File: src/rtl/fabric_ingress_arbiter_if.sv
`timescale 1ns/1ps
`default_nettype none
// +----------------------------------------------------------------------------+
// | Module   : fabric_ingress_arbiter_if                                       |
// | Purpose  : Bundles the request/grant and muxed-beat handshake signals      |
// |            shared between the fabric ingress arbiter and its ingress ports.|
// | Modports : master - arbiter side (drives grant, grant_valid, grant_idx,    |
// |                     frame_done, timeout_err)                               |
// |            slave  - port/mux side (drives en, req, beat_valid, beat_ready, |
// |                     beat_last)                                             |
// | Revision : 1.0 - initial release                                           |
// +----------------------------------------------------------------------------+
interface fabric_ingress_arbiter_if #(
  parameter int NUM_PORTS = 24,
  parameter int IDX_WIDTH = $clog2(NUM_PORTS)
);
  logic                 en;
  logic [NUM_PORTS-1:0] req;
  logic [NUM_PORTS-1:0] grant;
  logic                 grant_valid;
  logic [IDX_WIDTH-1:0] grant_idx;
  logic                 beat_valid;
  logic                 beat_ready;
  logic                 beat_last;
  logic                 frame_done;
  logic                 timeout_err;

  modport master (
    input  en, req, beat_valid, beat_ready, beat_last,
    output grant, grant_valid, grant_idx, frame_done, timeout_err
  );

  modport slave (
    output en, req, beat_valid, beat_ready, beat_last,
    input  grant, grant_valid, grant_idx, frame_done, timeout_err
  );
endinterface
`default_nettype wire

File: src/rtl/fabric_ingress_arbiter.sv
`timescale 1ns/1ps
`default_nettype none
// +----------------------------------------------------------------------------+
// | Module   : fabric_ingress_arbiter                                          |
// | Purpose  : Frame-granular round-robin arbiter sharing the switch-fabric    |
// |            forwarding pipeline between NUM_PORTS ingress ports. One port   |
// |            is granted at a time and keeps the grant until the last beat of |
// |            its frame is accepted downstream.                               |
// | Ports    : clk_fabric - fabric clock                                       |
// |            rst        - synchronous reset, active high                     |
// |            bus        - fabric_ingress_arbiter_if.master:                  |
// |                         en, req[NUM_PORTS], beat_valid/ready/last (in)     |
// |                         grant[NUM_PORTS], grant_valid, grant_idx,          |
// |                         frame_done, timeout_err (out, all registered)      |
// | Options  : FABRIC_ARB_TIMEOUT_EN - builds a stall watchdog that aborts a   |
// |            grant after TIMEOUT_CYCLES clocks without a beat handshake.     |
// |            Without it timeout_err stays 0 and a stalled grant is held.     |
// | Revision : 1.0 - initial release                                           |
// +----------------------------------------------------------------------------+
module fabric_ingress_arbiter #(
  parameter int NUM_PORTS      = 24,
  parameter int IDX_WIDTH      = $clog2(NUM_PORTS),
  parameter int TIMEOUT_CYCLES = 4096
) (
  input  logic                    clk_fabric,
  input  logic                    rst,
  fabric_ingress_arbiter_if.master bus
);

  typedef enum logic [0:0] {
    IDLE  = 1'b0,
    GRANT = 1'b1
  } state_e;

  state_e               state_q, state_d;
  logic [NUM_PORTS-1:0] grant_q, grant_d;
  logic                 grant_valid_q, grant_valid_d;
  logic [IDX_WIDTH-1:0] grant_idx_q, grant_idx_d;
  logic [IDX_WIDTH-1:0] last_winner_q, last_winner_d;
  logic                 frame_done_q, frame_done_d;
  logic                 timeout_err_q, timeout_err_d;

  logic                 win_found;
  logic [IDX_WIDTH-1:0] win_idx;
  logic                 beat_hs;
  logic                 last_hs;

`ifdef FABRIC_ARB_TIMEOUT_EN
  localparam int STALL_W = (TIMEOUT_CYCLES > 2) ? $clog2(TIMEOUT_CYCLES) : 1;
  localparam logic [STALL_W-1:0] STALL_LIMIT = STALL_W'(TIMEOUT_CYCLES - 1);

  logic [STALL_W-1:0] stall_q, stall_d;
`else
  logic unused_timeout_cfg;
  assign unused_timeout_cfg = (TIMEOUT_CYCLES != 0);
`endif

  // Port index 'off' positions after 'base', wrapped modulo NUM_PORTS.
  // NUM_PORTS need not be a power of two, so the wrap is explicit.
  function automatic logic [IDX_WIDTH-1:0] wrap_idx(
    input logic [IDX_WIDTH-1:0] base,
    input int                   off
  );
    int sum;
    sum = int'(base) + off;
    if (sum >= NUM_PORTS) begin
      sum = sum - NUM_PORTS;
    end
    return IDX_WIDTH'(sum);
  endfunction

  // Round-robin search starting just after the previous winner. Scanning the
  // offsets from farthest to nearest lets the nearest requester overwrite the
  // result, which gives the priority order without an early loop exit. An
  // offset of NUM_PORTS lands back on the previous winner itself, so a lone
  // requester always wins.
  always_comb begin : rr_search
    win_found = 1'b0;
    win_idx   = '0;
    for (int off = NUM_PORTS; off >= 1; off--) begin
      if (bus.req[wrap_idx(last_winner_q, off)]) begin
        win_found = 1'b1;
        win_idx   = wrap_idx(last_winner_q, off);
      end
    end
  end

  assign beat_hs = bus.beat_valid & bus.beat_ready;
  assign last_hs = beat_hs & bus.beat_last;

  always_comb begin : next_state
    state_d       = state_q;
    grant_d       = grant_q;
    grant_valid_d = grant_valid_q;
    grant_idx_d   = grant_idx_q;
    last_winner_d = last_winner_q;
    frame_done_d  = 1'b0;
    timeout_err_d = 1'b0;
`ifdef FABRIC_ARB_TIMEOUT_EN
    stall_d       = stall_q;
`endif

    case (state_q)
      IDLE: begin
        // Beat inputs are deliberately ignored here.
        if (bus.en && win_found) begin
          grant_d          = '0;
          grant_d[win_idx] = 1'b1;
          grant_valid_d    = 1'b1;
          grant_idx_d      = win_idx;
          last_winner_d    = win_idx;
          state_d          = GRANT;
`ifdef FABRIC_ARB_TIMEOUT_EN
          stall_d          = '0;
`endif
        end
      end

      GRANT: begin
        // req and en are not looked at: the grant is frame-atomic.
        if (last_hs) begin
          grant_d       = '0;
          grant_valid_d = 1'b0;
          frame_done_d  = 1'b1;
          state_d       = IDLE;
        end
`ifdef FABRIC_ARB_TIMEOUT_EN
        // A completing frame outranks the watchdog. last_winner keeps the
        // stalled port so it drops to lowest priority next round.
        else if (stall_q == STALL_LIMIT) begin
          grant_d       = '0;
          grant_valid_d = 1'b0;
          timeout_err_d = 1'b1;
          state_d       = IDLE;
        end else if (beat_hs) begin
          stall_d = '0;
        end else begin
          stall_d = stall_q + 1'b1;
        end
`endif
      end

      default: begin
        state_d = IDLE;
      end
    endcase
  end

  always_ff @(posedge clk_fabric) begin
    if (rst) begin
      state_q       <= IDLE;
      grant_q       <= '0;
      grant_valid_q <= 1'b0;
      grant_idx_q   <= '0;
      last_winner_q <= IDX_WIDTH'(NUM_PORTS - 1);
      frame_done_q  <= 1'b0;
      timeout_err_q <= 1'b0;
`ifdef FABRIC_ARB_TIMEOUT_EN
      stall_q       <= '0;
`endif
    end else begin
      state_q       <= state_d;
      grant_q       <= grant_d;
      grant_valid_q <= grant_valid_d;
      grant_idx_q   <= grant_idx_d;
      last_winner_q <= last_winner_d;
      frame_done_q  <= frame_done_d;
      timeout_err_q <= timeout_err_d;
`ifdef FABRIC_ARB_TIMEOUT_EN
      stall_q       <= stall_d;
`endif
    end
  end

  assign bus.grant       = grant_q;
  assign bus.grant_valid = grant_valid_q;
  assign bus.grant_idx   = grant_idx_q;
  assign bus.frame_done  = frame_done_q;
  // Never set without the watchdog, so this flop reduces to a constant 0.
  assign bus.timeout_err = timeout_err_q;

endmodule
`default_nettype wire

File: src/flat_wrapper.sv
// flat-port wrapper written by rule: the top's interface ports become plain ports
module fabric_ingress_arbiter_flat 
#(
  parameter int NUM_PORTS      = 24,
  parameter int IDX_WIDTH      = $clog2(NUM_PORTS),
  parameter int TIMEOUT_CYCLES = 4096
)
  (clk_fabric, rst, bus_en, bus_req, bus_beat_valid, bus_beat_ready, bus_beat_last, bus_grant, bus_grant_valid, bus_grant_idx, bus_frame_done, bus_timeout_err);
  fabric_ingress_arbiter_if #(.NUM_PORTS(NUM_PORTS), .IDX_WIDTH(IDX_WIDTH)) bus_i ();
  input  logic clk_fabric;
  input  logic rst;
  input wire logic [$bits(bus_i.en)-1:0] bus_en;
  input wire logic [$bits(bus_i.req)-1:0] bus_req;
  input wire logic [$bits(bus_i.beat_valid)-1:0] bus_beat_valid;
  input wire logic [$bits(bus_i.beat_ready)-1:0] bus_beat_ready;
  input wire logic [$bits(bus_i.beat_last)-1:0] bus_beat_last;
  output wire logic [$bits(bus_i.grant)-1:0] bus_grant;
  output wire logic [$bits(bus_i.grant_valid)-1:0] bus_grant_valid;
  output wire logic [$bits(bus_i.grant_idx)-1:0] bus_grant_idx;
  output wire logic [$bits(bus_i.frame_done)-1:0] bus_frame_done;
  output wire logic [$bits(bus_i.timeout_err)-1:0] bus_timeout_err;
  assign bus_i.en = bus_en;
  assign bus_i.req = bus_req;
  assign bus_i.beat_valid = bus_beat_valid;
  assign bus_i.beat_ready = bus_beat_ready;
  assign bus_i.beat_last = bus_beat_last;
  assign bus_grant = bus_i.grant;
  assign bus_grant_valid = bus_i.grant_valid;
  assign bus_grant_idx = bus_i.grant_idx;
  assign bus_frame_done = bus_i.frame_done;
  assign bus_timeout_err = bus_i.timeout_err;
  fabric_ingress_arbiter #(.NUM_PORTS(NUM_PORTS), .IDX_WIDTH(IDX_WIDTH), .TIMEOUT_CYCLES(TIMEOUT_CYCLES)) u_core (.clk_fabric(clk_fabric), .rst(rst), .bus(bus_i));
endmodule
File: config.mk
export PLATFORM = sky130hd
export DESIGN_NAME = fabric_ingress_arbiter_flat
export DESIGN_NICKNAME = d
export VERILOG_FILES = /design/src/rtl/fabric_ingress_arbiter_if.sv /design/src/rtl/fabric_ingress_arbiter.sv /design/src/flat_wrapper.sv
export SDC_FILE = /design/constraint.sdc
export NUM_CORES = 1
export LEC_CHECK = 0
export BUFFER_PORTS_ARGS = -buffer_cell sky130_fd_sc_hd__buf_2
export CORE_ASPECT_RATIO = 0.7
export CORE_MARGIN = 2
export CORE_UTILIZATION = 57
export DETAILED_ROUTE_END_ITERATION = 8
export GPL_ROUTABILITY_DRIVEN = 0
export PLACE_DENSITY = 0.79
export RECOVER_POWER = 50
export SLEW_MARGIN = 10
export SYNTH_ARGS = -nofsm -noshare
export SYNTH_HDL_FRONTEND = slang
export SYNTH_SLANG_ARGS = --single-unit
File: constraint.sdc
create_clock -name clk_fabric -period 5.6 [get_ports clk_fabric]
set_clock_uncertainty 0.15 [all_clocks]
set_input_delay 1.12 -clock clk_fabric [delete_from_list [all_inputs] [get_ports clk_fabric]]
set_output_delay 1.12 -clock clk_fabric [all_outputs]
set_load 0.005 [all_outputs]
==> results.cfg, run 1 <==
[synthesis]
synth-warning-count = 0
leading_cell_types_by_count_after_synthesis = sky130_fd_sc_hd__nand2_1 (71), sky130_fd_sc_hd__nor2_1 (59), sky130_fd_sc_hd__a21oi_1 (57)
cell_accounting_for_the_most_synthesized_area = sky130_fd_sc_hd__mux4_2
ys_seq_area_share_pct = 9.12
synth_cell_types = 91
synth_enable_flop_cells = 0
synthArstFlopShare_pct = 0
yosys_most_used_dff = sky130_fd_sc_hd__dfxtp_1
leading_cell_types_by_total_area_after_synthesis = sky130_fd_sc_hd__mux4_2 (10%), sky130_fd_sc_hd__dfxtp_1 (9.1%), sky130_fd_sc_hd__mux2i_1 (5.8%), sky130_fd_sc_hd__ha_1 (3.8%), sky130_fd_sc_hd__a21oi_1 (3.6%)
synth_register_bits = 36
synth_top_area_share_pct = 10.3
synth_area_per_cell_um2 = 7.94
post-synth-top-count-cell = sky130_fd_sc_hd__nand2_1
synthesis.instances = 996
synth.net_count = 1050
mappedNetlistArea_mm2 = 0.00790

[floorplanning]
design.die.area_mm2 = 0.0148
design.portCount = 62
die-height_um = 103
rows = 35
core_area_mm2 = 0.0134
fp.dieW_um = 145
initial_core_utilization_pct = 59.2

[worst_setup_path]
critPathLaunchType = register
timing.setup.critical_path_class = reg2reg
critical_path_required_ns = 5.62
timing.critical_path.fanout_max = 37
timing.critical_path.to_type = register
crit_arrival_ns = 5.52

[cts]
worst_skew_pair.late_latency_ns = 0.28
ctsLongestPathBuffers = 2
num_cts_buffers = 5
clockRootBuffer = sky130_fd_sc_hd__clkbuf_16
cts_hold_buffers = 0
htree_levels = 2
cts.sinks = 36
clkSlewWorstSetupHoldPaths_ns = 0.06
cts_tree = done
postCtsSetupBuffers = 0

[timing]
worst_hold_margin_ns = 0.307
timing_worst_slew_pin_value_ns = 0.898
final_min_period_over_clock_period_pct = 98.2
finalWorstSetupSlack_ns = 0.103
setup_total_negative_slack_ns = 0
period_minus_slack_ns = 5.50
max_slew_margin_pct = 39.4
max_freq_mhz = 182
hold_viol_final = 0
rsz0062_at_grt = no
finalSetupViolations = 0
timing_max_transition_violations_final = 0

[global_routing]
grt_max_degree = 53
first_global_vias = 8332
grt_util_all_layers_pct = 40.9
globalRoute.totalOverflow = 0
global_route_wire_length_before_repair_mm = 46.3
antenna_found_initial = 0

[route]
drtIter0Drc = 1669
routed_wirelength_mm = 31.0
route.antenna.remaining_nets = 0
vias = 9499
number_of_detailed_routing_iterations_run_before_antenna_repair = 9
detail_route.vias_per_cell = 7.75
route.detailed.drc = 31
wl_per_cell_um = 25.3

[layout]
layout.filler_cells = 1181
n_antenna_cell = 0
finish.instance_area_mm2 = 0.00860
syn2layout_area_growth_pct = 8.82
final_layout_size_suffix_gt1_share_pct = 21.0
layout.nets = 1095

[placement]
hpwlAfterDp_mm = 23.9
buffer_ports.inserted = 60
post_dp_cell_area_mm2 = 0.00847
place_worst_setup_slack_ns = 0.298

[outcome]
violations = DRC
run_status = complete, but fails checks

[min_path]
hp-class = reg2reg

[job]
drv.max_cap_violation_count = 0
routing by layer:
metal / GRT usage, % / up-vias / routed length, um
li1: - / 4050 / -
met1: 55.2 / 4404 / 11800
met2: 53.3 / 831 / 11500
met3: 23.5 / 212 / 6020
met4: 15.3 / 2 / 1560
met5: 0 / - / 29
critical path, stage by stage (launching register included):
cell	delay, ns
sky130_fd_sc_hd__dfxtp_2	0.44
sky130_fd_sc_hd__buf_4	0.30
sky130_fd_sc_hd__buf_4	0.42
sky130_fd_sc_hd__ha_1	0.23
sky130_fd_sc_hd__buf_4	0.34
sky130_fd_sc_hd__nor2_1	0.25
sky130_fd_sc_hd__mux2i_1	0.24
sky130_fd_sc_hd__xnor2_1	0.10
sky130_fd_sc_hd__nor3b_1	0.15
sky130_fd_sc_hd__or3_1	0.55
sky130_fd_sc_hd__o311ai_0	0.86
sky130_fd_sc_hd__a31o_2	0.26
sky130_fd_sc_hd__a32oi_1	0.17
sky130_fd_sc_hd__a211o_1	0.49
sky130_fd_sc_hd__o41ai_1	0.38
flip-flops by register name, indices dropped and copies added, names as in the netlist:
register,flops
u_core.bus.frame_done,1
u_core.bus.grant,24
u_core.bus.grant_idx,4
u_core.bus.grant_valid,1
u_core.last_winner_q,5
u_core.state_q,1
repair_timing:
action,in CTS,in global routing
resized for setup,0,3
endpoints found under the setup margin,0,15
endpoints found under the hold margin,0,0
metrics by stage:
stage / std cells / util [%]
6_report: 1226 / 64.4
5_1_grt: 1226 / 64.4
4_1_cts: 1226 / 64.5
3_5_place_dp: 1219 / 63.4
3_3_place_gp: 1219 / 63.4
2_1_floorplan: 996 / -
cell usage in the layout, fill, tap and decap left out, types with 8 or more instances in the layout:
cell type and instances:
sky130_fd_sc_hd__buf_2 32, sky130_fd_sc_hd__o41ai_2 17, sky130_fd_sc_hd__inv_1 24, sky130_fd_sc_hd__nand4_1 10
sky130_fd_sc_hd__clkbuf_1 29, sky130_fd_sc_hd__nor2_1 59, sky130_fd_sc_hd__nand3_1 52, sky130_fd_sc_hd__nor4_1 13
sky130_fd_sc_hd__mux4_2 36, sky130_fd_sc_hd__a21oi_1 57, sky130_fd_sc_hd__or3_1 16, sky130_fd_sc_hd__or2_2 9
sky130_fd_sc_hd__o32ai_1 9, sky130_fd_sc_hd__a211o_1 10, sky130_fd_sc_hd__nand2b_1 11, sky130_fd_sc_hd__and2_1 8
sky130_fd_sc_hd__and3_1 15, sky130_fd_sc_hd__nor3_1 35, sky130_fd_sc_hd__a31oi_1 12, sky130_fd_sc_hd__o21a_1 14
sky130_fd_sc_hd__mux2i_1 46, sky130_fd_sc_hd__mux2_2 23, sky130_fd_sc_hd__o2111ai_1 13, sky130_fd_sc_hd__a21boi_0 9
sky130_fd_sc_hd__o41ai_1 8, sky130_fd_sc_hd__buf_4 56, sky130_fd_sc_hd__nor2b_1 11, sky130_fd_sc_hd__nand2_1 71
sky130_fd_sc_hd__o211ai_1 20, sky130_fd_sc_hd__a211oi_1 20, sky130_fd_sc_hd__a21o_1 15, sky130_fd_sc_hd__ha_1 23
sky130_fd_sc_hd__and3b_1 8, sky130_fd_sc_hd__dfxtp_1 33, sky130_fd_sc_hd__o21ai_0 42, sky130_fd_sc_hd__xnor2_1 19
cells by family after synthesis:
logic type | share of synthesized area, %
compound gates | 33.3
flops | 9.12
mux | 19.8
fa+ha+maj | 3.80
xor+xnor | 3.58
buf+inv | 6.65
other cells | 0.0474
simple gates | 23.7
final timing paths:
| check | startpoint | end | slack [ns] | cells after the start |
|---|---|---|---|---|
| min reg2reg | u_core.bus.grant_idx[2] | u_core.bus.grant_idx[2] | 0.31 | 2 |
| max reg2reg | u_core.last_winner_q[3] | u_core.bus.grant[6] | 0.10 | 14 |
| max | u_core.last_winner_q[3] | u_core.bus.grant[6] | 0.10 | 14 |
| min | u_core.bus.grant_idx[2] | u_core.bus.grant_idx[2] | 0.31 | 2 |
final cells by class:
class                      count  area, um^2  area share, %
sequential                    36         724           8.42
timing repair buffer         118         709           8.25
tap                          185         231           2.69
inverter                      27         101           1.18
multi-input combinational    853        6680           77.7
clock buffer                   7         153           1.77
Power of run 1 is left out: the tool's default activity adds up to more than one toggle a clock period on the data nets, which glitch-free logic cannot reach.
==> run 2, diff against run 1 <==
--- a/config.mk
+++ b/config.mk
@@ -14,4 +14,5 @@
 export PLACE_DENSITY = 0.79
 export RECOVER_POWER = 50
+export REMOVE_ABC_BUFFERS = 1
 export SLEW_MARGIN = 10
 export SYNTH_ARGS = -nofsm -noshare
==> constraint.sdc (replaced) <==
create_clock -name clk_fabric -period 5.6 [get_ports clk_fabric]
set_clock_uncertainty 0.15 [all_clocks]
set_input_delay 0.28 -clock clk_fabric [delete_from_list [all_inputs] [get_ports clk_fabric]]
set_output_delay 0.28 -clock clk_fabric [all_outputs]
set_load 0.005 [all_outputs]
==> run 2 against run 1 <==
The flow now finishes without violations. Cell area down 0.76%. Hold slack got worse by 0.13 ns. Critical path depth increased by 3. Flip-flop and latch count unchanged. Register-to-register slack improved by 0.03 ns. Sequential share of layout area rose by 0.064 points. Critical path type unchanged.
==> results.cfg, run 2 (synthesis gave the netlist of run 1 again) <==
[placement]
place_worst_setup_slack_ns = 0.257
buffer_ports.inserted = 60
hpwlAfterDp_mm = 23.5

[route]
wl_per_cell_um = 25.1
route.detailed.drc = 0
detail_route.vias_per_cell = 7.74
number_of_detailed_routing_iterations_run_before_antenna_repair = 7
highest-signal-layer = met5
drtIter0Drc = 1933
wl_met2_mm = 11.4
route.antenna.remaining_nets = 0
wl_met1_mm = 11.8
routed_wirelength_mm = 30.5
wl_met3_mm = 5.99
vias = 9410

[timing]
max_slew_margin_pct = 44.9
timing_max_transition_violations_final = 0
timing_worst_slew_pin_value_ns = 0.815
final_min_period_over_clock_period_pct = 97.6
period_minus_slack_ns = 5.47
max_freq_mhz = 183
finalWorstSetupSlack_ns = 0.133
setup_total_negative_slack_ns = 0
finalSetupViolations = 0
rsz0062_at_grt = no
hold_viol_final = 0

[cts]
cts_tree = done
htree_levels = 2
cts_hold_buffers = 0
ctsLongestPathBuffers = 2
num_cts_buffers = 5
worst_skew_pair.late_latency_ns = 0.28
clkSlewWorstSetupHoldPaths_ns = 0.05
clockRootBuffer = sky130_fd_sc_hd__clkbuf_16
cts.sinks = 36

[layout]
final_layout_size_suffix_gt1_share_pct = 20.4
layout.nets = 1087
most_frequent_standard_cell_in_the_layout_excluding_fill_and_tap_cells = sky130_fd_sc_hd__nand2_1
syn2layout_area_growth_pct = 7.99
layout.filler_cells = 1176
largest_register_ff_count = 24
n_antenna_cell = 0
layout_common_cells = sky130_fd_sc_hd__nand2_1 (71), sky130_fd_sc_hd__nor2_1 (59), sky130_fd_sc_hd__a21oi_1 (57)

[min_path]
min_path_cells = 3
hold_start = bus_beat_last
hp-class = in2reg
min_delay_worst_endpoint = u_core.bus.frame_done

[outcome]
run_status = finished, final reports clean

[worst_setup_path]
timing.critical_path.to_type = register
critPathLaunchType = register
r2r-start = u_core.last_winner_q[2]
reg2reg_to = u_core.bus.grant[15]
critical_path_required_ns = 5.62
r2r_setup_slack_ns = 0.13
crit_arrival_ns = 5.49
timing.critical_path.fanout_max = 8
worst_r2r_path_depth = 17
timing.setup.critical_path_class = reg2reg

[global_routing]
global_route_wire_length_before_repair_mm = 46.6
grt_max_degree = 61
globalRoute.totalOverflow = 0
antenna_found_initial = 0
first_global_vias = 8226
grt_util_all_layers_pct = 40.9

[floorplanning]
fp.dieW_um = 145
die-height_um = 103
initial_core_utilization_pct = 59.2
design.die.area_mm2 = 0.0148
core_area_mm2 = 0.0134
rows = 35
design.portCount = 62

[job]
drv.max_cap_violation_count = 0
## run 2: layer usage
metal	vias to the layer above	track usage, %
li1	4027	-
met1	4391	57.7
met2	857	53.7
met3	133	20.9
met4	2	12.3
met5	-	0
## run 2: worst max path at each step
stage                            startpoint                    to  cells after the start
floorplan           u_core.last_winner_q[0]  u_core.bus.grant[15]                     13
global placement    u_core.last_winner_q[3]  u_core.bus.grant[20]                     16
detailed placement  u_core.last_winner_q[2]  u_core.bus.grant[20]                     16
CTS                 u_core.last_winner_q[2]  u_core.bus.grant[20]                     16
global route        u_core.last_winner_q[2]  u_core.bus.grant[17]                     18
finish              u_core.last_winner_q[2]  u_core.bus.grant[15]                     17
## run 2: layout make-up
| cell class | instances | area [um^2] | share of cell area, % |
|---|---|---|---|
| Clock buffer | 5 | 125 | 1.47 |
| Inverter | 27 | 101 | 1.19 |
| Multi-Input combinational cell | 853 | 6680 | 78.2 |
| Sequential cell | 36 | 724 | 8.49 |
| Tap cell | 185 | 231 | 2.71 |
| Timing Repair Buffer | 110 | 677 | 7.93 |
## run 2: metrics by stage
step | instance area, um^2 | utilization, % | hold slack, ns | instances
2_1_floorplan | 7480 | - | 0.199 | 916
3_5_place_dp | 8430 | 63.1 | 0.293 | 1211
3_3_place_gp | 8430 | 63.1 | 0.290 | 1211
6_report | 8540 | 63.9 | 0.180 | 1216
5_1_grt | 8540 | 63.9 | 0.196 | 1216
4_1_cts | 8560 | 64.1 | 0.179 | 1216
## run 2: critical path, stage by stage, from the launching register on
cell,delay [ns]
sky130_fd_sc_hd__dfxtp_1,0.44
sky130_fd_sc_hd__inv_1,0.18
sky130_fd_sc_hd__ha_1,0.30
sky130_fd_sc_hd__a21oi_1,0.32
sky130_fd_sc_hd__xnor2_1,0.30
sky130_fd_sc_hd__inv_1,0.09
sky130_fd_sc_hd__ha_1,0.19
sky130_fd_sc_hd__and3b_1,0.21
sky130_fd_sc_hd__o41ai_1,0.40
sky130_fd_sc_hd__a21boi_0,0.20
sky130_fd_sc_hd__o21ai_0,0.41
sky130_fd_sc_hd__and2_1,0.31
sky130_fd_sc_hd__o2111ai_1,0.19
sky130_fd_sc_hd__a311oi_1,0.43
sky130_fd_sc_hd__o2111ai_1,0.24
sky130_fd_sc_hd__a32oi_2,0.44
sky130_fd_sc_hd__nand2b_2,0.25
sky130_fd_sc_hd__o41ai_1,0.30
## run 2: repair_timing
item,4_1_cts,5_1_grt
setup buffers,0,0
gates resized for setup,0,5
endpoints found under the setup margin,0,22
Power of run 2 is left out for the same reason.
==> run 3, diff against run 2 <==
CORE_UTILIZATION = 60   (was 57)
PLACE_DENSITY = 0.8   (was 0.79)
clock period = 6.07 ns   (was 5.6 ns; I/O delays follow)
==> run 3 against run 2 <==
The run now ends with DRC left. Wire length shrank 1.1%. Critical path depth down 1. Sequential share of layout area rose by 0.14 points. Flip-flop and latch count did not move. Register-to-register slack better by 0.12 ns. Setup slack gained 0.12 ns. Cell count down 2.5%. Hold slack better by 0.016 ns. Non-clock buffer count decreased by 14. Die area is 4.8% lower.
==> results.cfg, run 3 (synthesis gave the netlist of run 1 again) <==
[outcome]
run_status = complete, but fails checks
violations = DRC

[worst_setup_path]
critical_path_required_ns = 6.09
crit_arrival_ns = 5.84
critPathLaunchType = register
timing.setup.critical_path_class = reg2reg
timing.critical_path.fanout_max = 40
timing.critical_path.to_type = register

[layout]
finish.instance_area_mm2 = 0.00839
largest_register_ff_count = 24
most_frequent_standard_cell_in_the_layout_excluding_fill_and_tap_cells = sky130_fd_sc_hd__nand2_1
finalCoreUtilization_pct = 64.5
n_antenna_cell = 0
final_layout_size_suffix_gt1_share_pct = 19.9
syn2layout_area_growth_pct = 6.19
layout.nets = 1073
layout_common_cells = sky130_fd_sc_hd__nand2_1 (71), sky130_fd_sc_hd__nor2_1 (59), sky130_fd_sc_hd__a21oi_1 (57)

[min_path]
hp-class = in2reg

[timing]
timing_worst_slew_pin_value_ns = 1.22
max_freq_mhz = 172
worst_hold_margin_ns = 0.196
period_minus_slack_ns = 5.82
final_min_period_over_clock_period_pct = 95.9
finalSetupViolations = 0
hold_viol_final = 0
setup_total_negative_slack_ns = 0
max_slew_margin_pct = 17.9
timing_max_transition_violations_final = 0
rsz0062_at_grt = no

[route]
vias = 9376
number_of_detailed_routing_iterations_run_before_antenna_repair = 9
routed_wirelength_mm = 30.1
route.antenna.remaining_nets = 0
wl_per_cell_um = 25.4
route.detailed.drc = 68
drtIter0Drc = 2173
detail_route.vias_per_cell = 7.91

[global_routing]
grt_max_degree = 68
grt_util_all_layers_pct = 41.4
antenna_found_initial = 0
first_global_vias = 8312
global_route_wire_length_before_repair_mm = 46.3
globalRoute.totalOverflow = 0

[floorplanning]
initial_core_utilization_pct = 60.8
design.die.area_mm2 = 0.0141
fp.dieW_um = 141
core_area_mm2 = 0.0130
rows = 35
die-height_um = 100
design.portCount = 62

[job]
drv.max_cap_violation_count = 0

[cts]
num_cts_buffers = 5
cts.sinks = 36
cts_resized = 0
clockRootBuffer = sky130_fd_sc_hd__clkbuf_16
worst_skew_pair.late_latency_ns = 0.28
clkSlewWorstSetupHoldPaths_ns = 0.05
htree_levels = 2
postCtsSetupBuffers = 0
ctsLongestPathBuffers = 2
cts_tree = done
cts_hold_buffers = 0

[placement]
buffer_ports.inserted = 60
hpwlAfterDp_mm = 22.9
post_dp_cell_area_mm2 = 0.00826
==> run 3: changes by cell type in the layout (fill, tap and decap cells not counted), moves of 2 or more <==
cell	before	now
sky130_fd_sc_hd__buf_12	3	0
sky130_fd_sc_hd__buf_4	47	36
sky130_fd_sc_hd__buf_2	31	41
sky130_fd_sc_hd__clkbuf_1	26	17
sky130_fd_sc_hd__clkbuf_8	0	2
==> run 3: worst paths after layout <==
check / cells past startpoint / slack, ns / startpoint / endpoint
worst min-delay path: 3 / 0.20 / bus_beat_last / u_core.bus.frame_done
worst max register to register: 16 / 0.25 / u_core.last_winner_q[1] / u_core.bus.grant[8]
worst max-delay path: 16 / 0.25 / u_core.last_winner_q[1] / u_core.bus.grant[8]
worst min register to register: 2 / 0.30 / u_core.bus.grant_valid / u_core.bus.grant_valid
==> run 3: layout make-up <==
cell class,instances,area (um^2)
Clock buffer,7,153
Fill cell,1110,4610
Inverter,27,101
Multi-Input combinational cell,853,6660
Sequential cell,36,724
Tap cell,166,208
Timing Repair Buffer,96,547
==> run 3: per-stage QoR <==
stage	setup WS, ns	instances
2_1_floorplan	-1.97	916
3_3_place_gp	0.675	1178
3_5_place_dp	0.538	1178
4_1_cts	0.484	1185
5_1_grt	0.0242	1185
6_report	0.251	1185
==> run 3: worst max-delay path, cell delays in order (launching register included) <==
cell                       delay [ns]
sky130_fd_sc_hd__dfxtp_2         0.32
sky130_fd_sc_hd__buf_4           0.46
sky130_fd_sc_hd__a21oi_1         0.24
sky130_fd_sc_hd__xnor2_1         0.47
sky130_fd_sc_hd__inv_1           0.10
sky130_fd_sc_hd__ha_1            0.20
sky130_fd_sc_hd__and3b_1         0.21
sky130_fd_sc_hd__o41ai_1         0.51
sky130_fd_sc_hd__nor3b_1         0.38
sky130_fd_sc_hd__o21ai_0         0.25
sky130_fd_sc_hd__nand2_1         0.20
sky130_fd_sc_hd__or3_1           0.12
sky130_fd_sc_hd__nor4_1          0.05
sky130_fd_sc_hd__and4_4          0.24
sky130_fd_sc_hd__a211oi_1        0.66
sky130_fd_sc_hd__o21ai_1         0.62
sky130_fd_sc_hd__o41ai_1         0.47
==> run 3: per-layer routing <==
layer | track usage (%) | wire [um] | vias up
met5 | 0 | 93 | -
met2 | 55.9 | 11400 | 866
met1 | 57.6 | 11400 | 4320
li1 | - | - | 3992
met3 | 19.8 | 5800 | 192
met4 | 13.6 | 1390 | 6
Power of run 3 is left out for the same reason.
